## src/rtl/fifo_flex_pkg.sv

```systemverilog
// rtl/fifo_flex_pkg.sv - shared sizing helpers and parameter limits for sync_fifo_flex
package fifo_flex_pkg;

   localparam int MIN_DATA_W = 1;
   localparam int MIN_DEPTH  = 2;

   function automatic int ptr_w(input int depth);
      return $clog2(depth);
   endfunction

   // Occupancy must be able to hold DEPTH itself, hence depth+1.
   function automatic int cnt_w(input int depth);
      return $clog2(depth + 1);
   endfunction

endpackage

```

## src/rtl/sync_fifo_flex_if.sv

```systemverilog
// rtl/sync_fifo_flex_if.sv - producer/consumer bus of sync_fifo_flex
interface sync_fifo_flex_if
   import fifo_flex_pkg::*;
#(
   parameter int DATA_W = 8,
   parameter int DEPTH  = 16
) ();

   localparam int CW = cnt_w(DEPTH);

   logic              w_en;
   logic [DATA_W-1:0] wdata;
   logic              r_en;
   logic [DATA_W-1:0] rdata;
   logic              full;
   logic              empty;
   logic              almost_full;
   logic              almost_empty;
   logic [CW-1:0]     count;
   logic              overflow;
   logic              underflow;

   modport master (
      output w_en, wdata, r_en,
      input  rdata, full, empty, almost_full, almost_empty, count, overflow, underflow
   );

   modport slave (
      input  w_en, wdata, r_en,
      output rdata, full, empty, almost_full, almost_empty, count, overflow, underflow
   );

endinterface

```

## src/rtl/fifo_flex_mem.sv

```systemverilog
// rtl/fifo_flex_mem.sv - DEPTH x DATA_W storage, synchronous write, asynchronous read
module fifo_flex_mem
   import fifo_flex_pkg::*;
#(
   parameter int DATA_W = 8,
   parameter int DEPTH  = 16,
   parameter int PW     = ptr_w(DEPTH)
) (
   input  logic              clk,
   input  logic              we_i,
   input  logic [PW-1:0]     waddr_i,
   input  logic [DATA_W-1:0] wdata_i,
   input  logic [PW-1:0]     raddr_i,
   output logic [DATA_W-1:0] rdata_o
);

   logic [DATA_W-1:0] mem_q [DEPTH];

   always_ff @(posedge clk) begin
      if (we_i) begin
         mem_q[waddr_i] <= wdata_i;
      end
   end

   assign rdata_o = mem_q[raddr_i];

endmodule

```

## src/rtl/sync_fifo_flex.sv

```systemverilog
// rtl/sync_fifo_flex.sv - single-clock FIFO with occupancy, thresholds, error pulses, optional FWFT
module sync_fifo_flex
   import fifo_flex_pkg::*;
#(
   parameter int DATA_W    = 8,
   parameter int DEPTH     = 16,
   parameter int AF_THRESH = 14,
   parameter int AE_THRESH = 2,
   parameter int FWFT      = 0
) (
   input  logic            clk,
   input  logic            rst,
   sync_fifo_flex_if.slave bus
);

   localparam int PW = ptr_w(DEPTH);
   localparam int CW = cnt_w(DEPTH);

   if (DATA_W < MIN_DATA_W) begin : g_bad_width
      $error("sync_fifo_flex: DATA_W must be >= 1");
   end
   if (DEPTH < MIN_DEPTH) begin : g_bad_depth
      $error("sync_fifo_flex: DEPTH must be >= 2");
   end
   if (AF_THRESH < 1 || AF_THRESH > DEPTH) begin : g_bad_af
      $error("sync_fifo_flex: AF_THRESH out of range 1..DEPTH");
   end
   if (AE_THRESH < 0 || AE_THRESH > DEPTH - 1) begin : g_bad_ae
      $error("sync_fifo_flex: AE_THRESH out of range 0..DEPTH-1");
   end

   logic [PW-1:0]     wr_ptr_q, wr_ptr_d, rd_ptr_q, rd_ptr_d;
   logic [CW-1:0]     count_q, count_d;
   logic              overflow_q, overflow_d, underflow_q, underflow_d;
   logic              wr_acc, rd_acc;
   logic [DATA_W-1:0] head;

   // DEPTH need not be a power of two, so wrap on an explicit compare.
   function automatic logic [PW-1:0] ptr_inc(input logic [PW-1:0] p);
      return (p == PW'(DEPTH - 1)) ? '0 : p + 1'b1;
   endfunction

   always_comb begin
      rd_acc      = bus.r_en && (count_q != '0);
      wr_acc      = bus.w_en && ((count_q != CW'(DEPTH)) || rd_acc);
      wr_ptr_d    = wr_acc ? ptr_inc(wr_ptr_q) : wr_ptr_q;
      rd_ptr_d    = rd_acc ? ptr_inc(rd_ptr_q) : rd_ptr_q;
      count_d     = count_q + CW'(wr_acc) - CW'(rd_acc);
      overflow_d  = bus.w_en && !wr_acc;
      underflow_d = bus.r_en && !rd_acc;
   end

   always_ff @(posedge clk) begin
      if (rst) begin
         wr_ptr_q    <= '0;
         rd_ptr_q    <= '0;
         count_q     <= '0;
         overflow_q  <= 1'b0;
         underflow_q <= 1'b0;
      end else begin
         wr_ptr_q    <= wr_ptr_d;
         rd_ptr_q    <= rd_ptr_d;
         count_q     <= count_d;
         overflow_q  <= overflow_d;
         underflow_q <= underflow_d;
      end
   end

   fifo_flex_mem #(
      .DATA_W (DATA_W),
      .DEPTH  (DEPTH),
      .PW     (PW)
   ) u_mem (
      .clk     (clk),
      .we_i    (wr_acc && !rst),
      .waddr_i (wr_ptr_q),
      .wdata_i (bus.wdata),
      .raddr_i (rd_ptr_q),
      .rdata_o (head)
   );

   if (FWFT != 0) begin : g_fwft
      assign bus.rdata = (count_q == '0) ? '0 : head;
   end else begin : g_std
      logic [DATA_W-1:0] rdata_q;
      always_ff @(posedge clk) begin
         if (rst) begin
            rdata_q <= '0;
         end else if (rd_acc) begin
            rdata_q <= head;
         end
      end
      assign bus.rdata = rdata_q;
   end

   assign bus.count        = count_q;
   assign bus.full         = (count_q == CW'(DEPTH));
   assign bus.empty        = (count_q == '0);
   assign bus.almost_full  = (count_q >= CW'(AF_THRESH));
   assign bus.almost_empty = (count_q <= CW'(AE_THRESH));
   assign bus.overflow     = overflow_q;
   assign bus.underflow    = underflow_q;

endmodule

```

## src/flat_wrapper.sv

```systemverilog
// flat-port wrapper written by rule: the top's interface ports become plain ports
module sync_fifo_flex_flat import fifo_flex_pkg::*;
#(
   parameter int DATA_W    = 8,
   parameter int DEPTH     = 16,
   parameter int AF_THRESH = 14,
   parameter int AE_THRESH = 2,
   parameter int FWFT      = 0
)
  (clk, rst, bus_w_en, bus_wdata, bus_r_en, bus_rdata, bus_full, bus_empty, bus_almost_full, bus_almost_empty, bus_count, bus_overflow, bus_underflow);
  sync_fifo_flex_if #(.DATA_W(DATA_W), .DEPTH(DEPTH)) bus_i ();
  input  logic clk;
  input  logic rst;
  input wire logic [$bits(bus_i.w_en)-1:0] bus_w_en;
  input wire logic [$bits(bus_i.wdata)-1:0] bus_wdata;
  input wire logic [$bits(bus_i.r_en)-1:0] bus_r_en;
  output wire logic [$bits(bus_i.rdata)-1:0] bus_rdata;
  output wire logic [$bits(bus_i.full)-1:0] bus_full;
  output wire logic [$bits(bus_i.empty)-1:0] bus_empty;
  output wire logic [$bits(bus_i.almost_full)-1:0] bus_almost_full;
  output wire logic [$bits(bus_i.almost_empty)-1:0] bus_almost_empty;
  output wire logic [$bits(bus_i.count)-1:0] bus_count;
  output wire logic [$bits(bus_i.overflow)-1:0] bus_overflow;
  output wire logic [$bits(bus_i.underflow)-1:0] bus_underflow;
  assign bus_i.w_en = bus_w_en;
  assign bus_i.wdata = bus_wdata;
  assign bus_i.r_en = bus_r_en;
  assign bus_rdata = bus_i.rdata;
  assign bus_full = bus_i.full;
  assign bus_empty = bus_i.empty;
  assign bus_almost_full = bus_i.almost_full;
  assign bus_almost_empty = bus_i.almost_empty;
  assign bus_count = bus_i.count;
  assign bus_overflow = bus_i.overflow;
  assign bus_underflow = bus_i.underflow;
  sync_fifo_flex #(.DATA_W(DATA_W), .DEPTH(DEPTH), .AF_THRESH(AF_THRESH), .AE_THRESH(AE_THRESH), .FWFT(FWFT)) u_core (.clk(clk), .rst(rst), .bus(bus_i));
endmodule
```

## config.mk

```make
export PLATFORM = sky130hd
export DESIGN_NAME = sync_fifo_flex_flat
export DESIGN_NICKNAME = d
export VERILOG_FILES = /design/src/rtl/fifo_flex_pkg.sv /design/src/rtl/sync_fifo_flex_if.sv /design/src/rtl/fifo_flex_mem.sv /design/src/rtl/sync_fifo_flex.sv /design/src/flat_wrapper.sv
export SDC_FILE = /design/constraint.sdc
export NUM_CORES = 1
export LEC_CHECK = 0
export CAP_MARGIN = 20
export CORE_MARGIN = 2
export CORE_UTILIZATION = 60
export CTS_CLUSTER_DIAMETER = 100
export DETAILED_ROUTE_END_ITERATION = 16
export HOLD_SLACK_MARGIN = 0.05
export PLACE_DENSITY_LB_ADDON = 0.15
export SLEW_MARGIN = 20
export SYNTH_ARGS = -nofsm -noshare
export SYNTH_HDL_FRONTEND = slang
export SYNTH_HIERARCHICAL = 1
export SYNTH_SLANG_ARGS = --single-unit
```

## constraint.sdc

```tcl
create_clock -name clk -period 4 [get_ports clk]
set_input_delay 0.8 -clock clk [delete_from_list [all_inputs] [get_ports clk]]
set_output_delay 0.8 -clock clk [all_outputs]
set_load 0.02 [all_outputs]
```

After elaboration in Yosys (flattened, before gate mapping)
Memory sizes are Yosys's and may differ from the RTL's. A register that Yosys moved wholly into a read port is not among the register bits.
Index checks and enable logic that the tools add are counted.
Word-level totals
  logic and storage cells: 31
  input bits: 12
  output and inout port bits: 19
  bits in writable memories: 128
  bits in registers: 15
  memories kept: 1
Memory list
  u_core.u_mem.mem_q: depth 16, width 8, rd ports 1, clocked after memory_dff 1, write ports 1, line fifo_flex_mem.sv:17  | logic [DATA_W-1:0] mem_q [DEPTH];
Operators by class
  muxes and demuxes: 4
  $add $sub $neg: 4
  eq/ne operators: 4
  reductions and logical operators: 11
  order comparisons: 2
Operator list (number)
  adder 4 x 1 -> 4 bit (second input constant): 2
  equality test 4 bit (second input constant): 2
  two-way mux 4 bit: 2
  adder 5 x 1 -> 5 bit: 1
  equality test 5 bit (second input constant): 1
  >= comparator 5 x 4 -> 1 bit (second input constant): 1
  less-or-equal comparator 5 x 2 -> 1 bit (second input constant): 1
  logical AND 1 bit: 5
  zero test 5 bit: 1
  != test 5 bit (second input constant): 1
  nonzero test 5 bit: 1
  subtractor 5 x 1 -> 5 bit: 1
  zero test 1 bit: 3
  two-way mux 1 bit: 2
  logical OR 1 bit: 1

Logic depth before layout (Yosys ltp)
  depth in word-level cells: 7
  mapped depth: 13
  depth with buffers taken out: 13

By module
Netlist, hierarchy kept.
By module, submodules not included
  fifo_flex_mem: area an instance 4987.3 um^2, seq. area each 3843.7 um^2, cells an instance 221, instances 1
  sync_fifo_flex: area an instance 1292.5 um^2, seq. area each 460.4 um^2, cells an instance 140, instances 1

Least setup slack after synthesis
Ideal clock, no wire load.
  path kind: input-to-reg
  from: input port rst
  to: memory u_core.u_mem.mem_q[0][0], enable pin
  arrival time: 2.659 ns
  path slack: 0.957 ns
  path buffers: 3
  setup time: 0.383 ns
  cell stages on the path: 6
  data required time: 3.617 ns
  cells stage by stage: clkbuf_1 -> buf_2 -> buf_2 -> nor2_1 -> or3b_2 -> nor3_1
On the way
  word-level cells in the longest chain between the ends: 4
Ends and longest elaborated chain
  start: declaration: line flat_wrapper.sv:13  | input logic rst;
  zero test 1 bit: line sync_fifo_flex.sv:75  | .we_i (wr_acc && !rst),
  logical AND 1 bit: line sync_fifo_flex.sv:75
  two-way mux 1 bit: line fifo_flex_mem.sv:20  | if (we_i) begin
  two-way mux 1 bit (implied by the code): line fifo_flex_mem.sv:21  | mem_q[waddr_i] <= wdata_i;
  end: declaration: line fifo_flex_mem.sv:17
Every way passes these cells.

Worst setup path after layout
  from: register u_core.count_q[2] (netlist: u_core/bus.count[2])
  to: output port bus_empty
On the way
  word-level cells in the longest chain between the ends: 1
Ends and longest elaborated chain
  start: declaration: line sync_fifo_flex.sv:33  | logic [CW-1:0] count_q, count_d;
  start signal: assignment: line sync_fifo_flex.sv:63  | count_q <= count_d;
  zero test 5 bit: line sync_fifo_flex.sv:98  | assign bus.empty = (count_q == '0);
  end: declaration: line flat_wrapper.sv:19  | output wire logic [$bits(bus_i.empty)-1:0] bus_empty;
Every way passes these cells.

==> impl_metrics.env <==
export IMPL_finalPower_uw=4390
export IMPL_hpwl_mm=7.78
export IMPL_portBuffers=30
export IMPL_core_area_um2=10200
export IMPL_antenna_found_initial=0
export IMPL_ctsResizeCount=0
export IMPL_wirelength_mm=12.1
export IMPL_crit_type="reg -> out"
export IMPL_clock_sinks=151
export IMPL_hp_class="reg -> reg"
export IMPL_p_leak_uw=0.00243
export IMPL_fill_cells=635
export IMPL_yosysTopAreaCellShare_pct=61.2
export IMPL_yosys_area_top_type="edfxtp_1"
export IMPL_peakVddDrop_uv=365
export IMPL_drc=0
export IMPL_syn_nets=387
export IMPL_setup_slack_ps=560
export IMPL_start_util_pct=61.4
export IMPL_syn_area_um2=6280
export IMPL_grt_total_usage_pct=23.5
export IMPL_endpoint_kind="output pin"
export IMPL_synth_ff_latch_count=151
export IMPL_clock_skew_final_ps=10.9
export IMPL_area_growth_syn_to_layout_pct=17.0
export IMPL_setup_violations_final=0
export IMPL_syn_instance_count=361
export IMPL_status="completed"
export IMPL_antenna_left=0
export IMPL_vias=3359
export IMPL_crit_arrival_ps=2640
export IMPL_synth_edff_count=128
export IMPL_tightest_slew_ps=903
export IMPL_drive_gt1_share_pct=20.4
export IMPL_cts_buffers=17
export IMPL_grt_max_degree=29
export IMPL_cts_tree="done"
export IMPL_die_x_um=106
export IMPL_num_antenna_cells=0
export IMPL_final_max_slew_viol_count=0
export IMPL_synth_common_cells="edfxtp_1, dfxtp_1, nor2_1"
export IMPL_period_share_pct=86.0
export IMPL_first_global_vias=3391
export IMPL_path_clk_slew_ps=60
export IMPL_hold_viol=0
export IMPL_regToRegSetupSlack_ps=780
export IMPL_cts_root_buf="clkbuf_8"
export IMPL_place_inst=526
export IMPL_synth_flop_cell="edfxtp_1"
export IMPL_pin_count=31
export IMPL_grt_setup_unrepaired="no"
export IMPL_drt_iter0_drc=298
export IMPL_period_minus_slack_ps=3440
export IMPL_required_ps=3200
export IMPL_dieArea_um2=11300
export IMPL_gp_congestion=0.873
export IMPL_grt_ovfl_total=0
export IMPL_cts_path_max_buffers=2
export IMPL_fin_cells=557
export IMPL_wl_per_cell_um=21.8
export IMPL_cts_hold_fix_buffers=0
export IMPL_h_tree_depth=4
export IMPL_p_per_area_nw_per_um2=598
export IMPL_relSlewSlack_pct=39.7
export IMPL_cts_setup_buffers=0
export IMPL_max_freq_mhz=291
export IMPL_layout_nets=435
export IMPL_yosys_warnings=6
export IMPL_synthTopCellsByArea="edfxtp_1, dfxtp_1, mux4_2, mux4_1, ha_1"
export IMPL_ys_seq_area_share_pct=68.5
export IMPL_viasPerCell=6.03
export IMPL_grt_pass1_wl_mm=18.9
export IMPL_die_height_um=106
export IMPL_row_count=37
export IMPL_worstSkewPairLatency_ps=520
export IMPL_worstSetupStartpointType="flip-flop"
export IMPL_async_flop_share_pct=0
export IMPL_dp_slack_ps=646
export IMPL_tns_ps=0
export IMPL_synth_most_common_cell="edfxtp_1"
export IMPL_cap_violations=0
export IMPL_syn_area_per_cell_um2=17.4
export IMPL_dr_pass1_iters=4
export IMPL_ys_types=51
export IMPL_crit_fanout=13
==> state kept, by name, indices dropped and copies added, names as in the netlist <==
| signal | count |
|---|---|
| u_core/bus.count | 5 |
| u_core/bus.overflow | 1 |
| u_core/bus.rdata | 8 |
| u_core/bus.underflow | 1 |
| u_core/rd_ptr_q | 4 |
| u_core/u_mem/mem_q | 128 |
| u_core/wr_ptr_q | 4 |
==> per-stage QoR <==
stage / instance area (µm²) / hold slack [ps] / util, %
after floorplan: 6280 / 497 / -
after CTS: 7350 / 473 / 71.8
final: 7350 / 471 / 71.8
after detailed placement: 6750 / 464 / 66.0
after global placement: 6750 / 462 / 66.0
after global routing: 7350 / 493 / 71.8
==> logic make-up (layout without fill, tap and decap cells) <==
logic type	after synthesis	count (layout)	share of synthesized area, %
buffers and inverters	31	91	2.83
xor gates and xnor gates	1	1	0.139
DFF	151	151	68.5
and+or+nand+nor	72	72	5.72
AOI/OAI and AO/OA	56	56	6.87
muxes	36	36	13.0
adders and majority gates	14	14	2.91
==> area by class of cell <==
class / count / area, µm² / share of cell area (%)
timing repair buffer: 46 / 420 / 5.72
tap: 136 / 170 / 2.32
clock inverter: 12 / 176 / 2.40
inverter: 14 / 53.8 / 0.732
clock buffer: 19 / 422 / 5.74
sequential: 151 / 4310 / 58.6
multi-input combinational: 179 / 1800 / 24.5
==> layer usage <==
metal | track usage, % | share of wire [%] | vias to the layer above
li1 | - | - | 1541
met1 | 31.8 | 42 | 1699
met2 | 37.2 | 50 | 108
met3 | 6.50 | 6.0 | 11
met4 | 8.08 | 1.4 | 0
met5 | 0 | 0 | -
==> power breakdown <==
part           internal (µW)  switching [µW]  total (µW)
Sequential              1770            96.6        1870
Combinational            434             475         909
Clock                   1010             600        1610
==> layout by cell type, fill, tap and decap left out, types with 14 or more instances in the layout <==
cell type,instances
edfxtp_1,128
clkdlybuf4s50_1,30
dfxtp_1,22
nor2_1,21
mux4_2,18
nand2_1,17
clkbuf_16,16
buf_4,16
a22oi_1,16
mux4_1,14
==> worst paths after layout <==
path                                           from                  end  cells past startpoint
worst max-delay path            u_core/bus.count[2]            bus_empty                      5
worst min-delay path            u_core/bus.rdata[0]  u_core/bus.rdata[0]                      2
worst max register to register  u_core/bus.count[2]  u_core/bus.count[4]                     13
worst min register to register  u_core/bus.rdata[0]  u_core/bus.rdata[0]                      2
==> worst max-delay path, stage by stage (launching register included) <==
cell             delay [ps]
dfxtp_1                 350
inv_1                   110
ha_1                    180
or4b_4                  570
clkinv_2                240
clkdlybuf4s50_1         670
(Power assumes the default switching activity.)
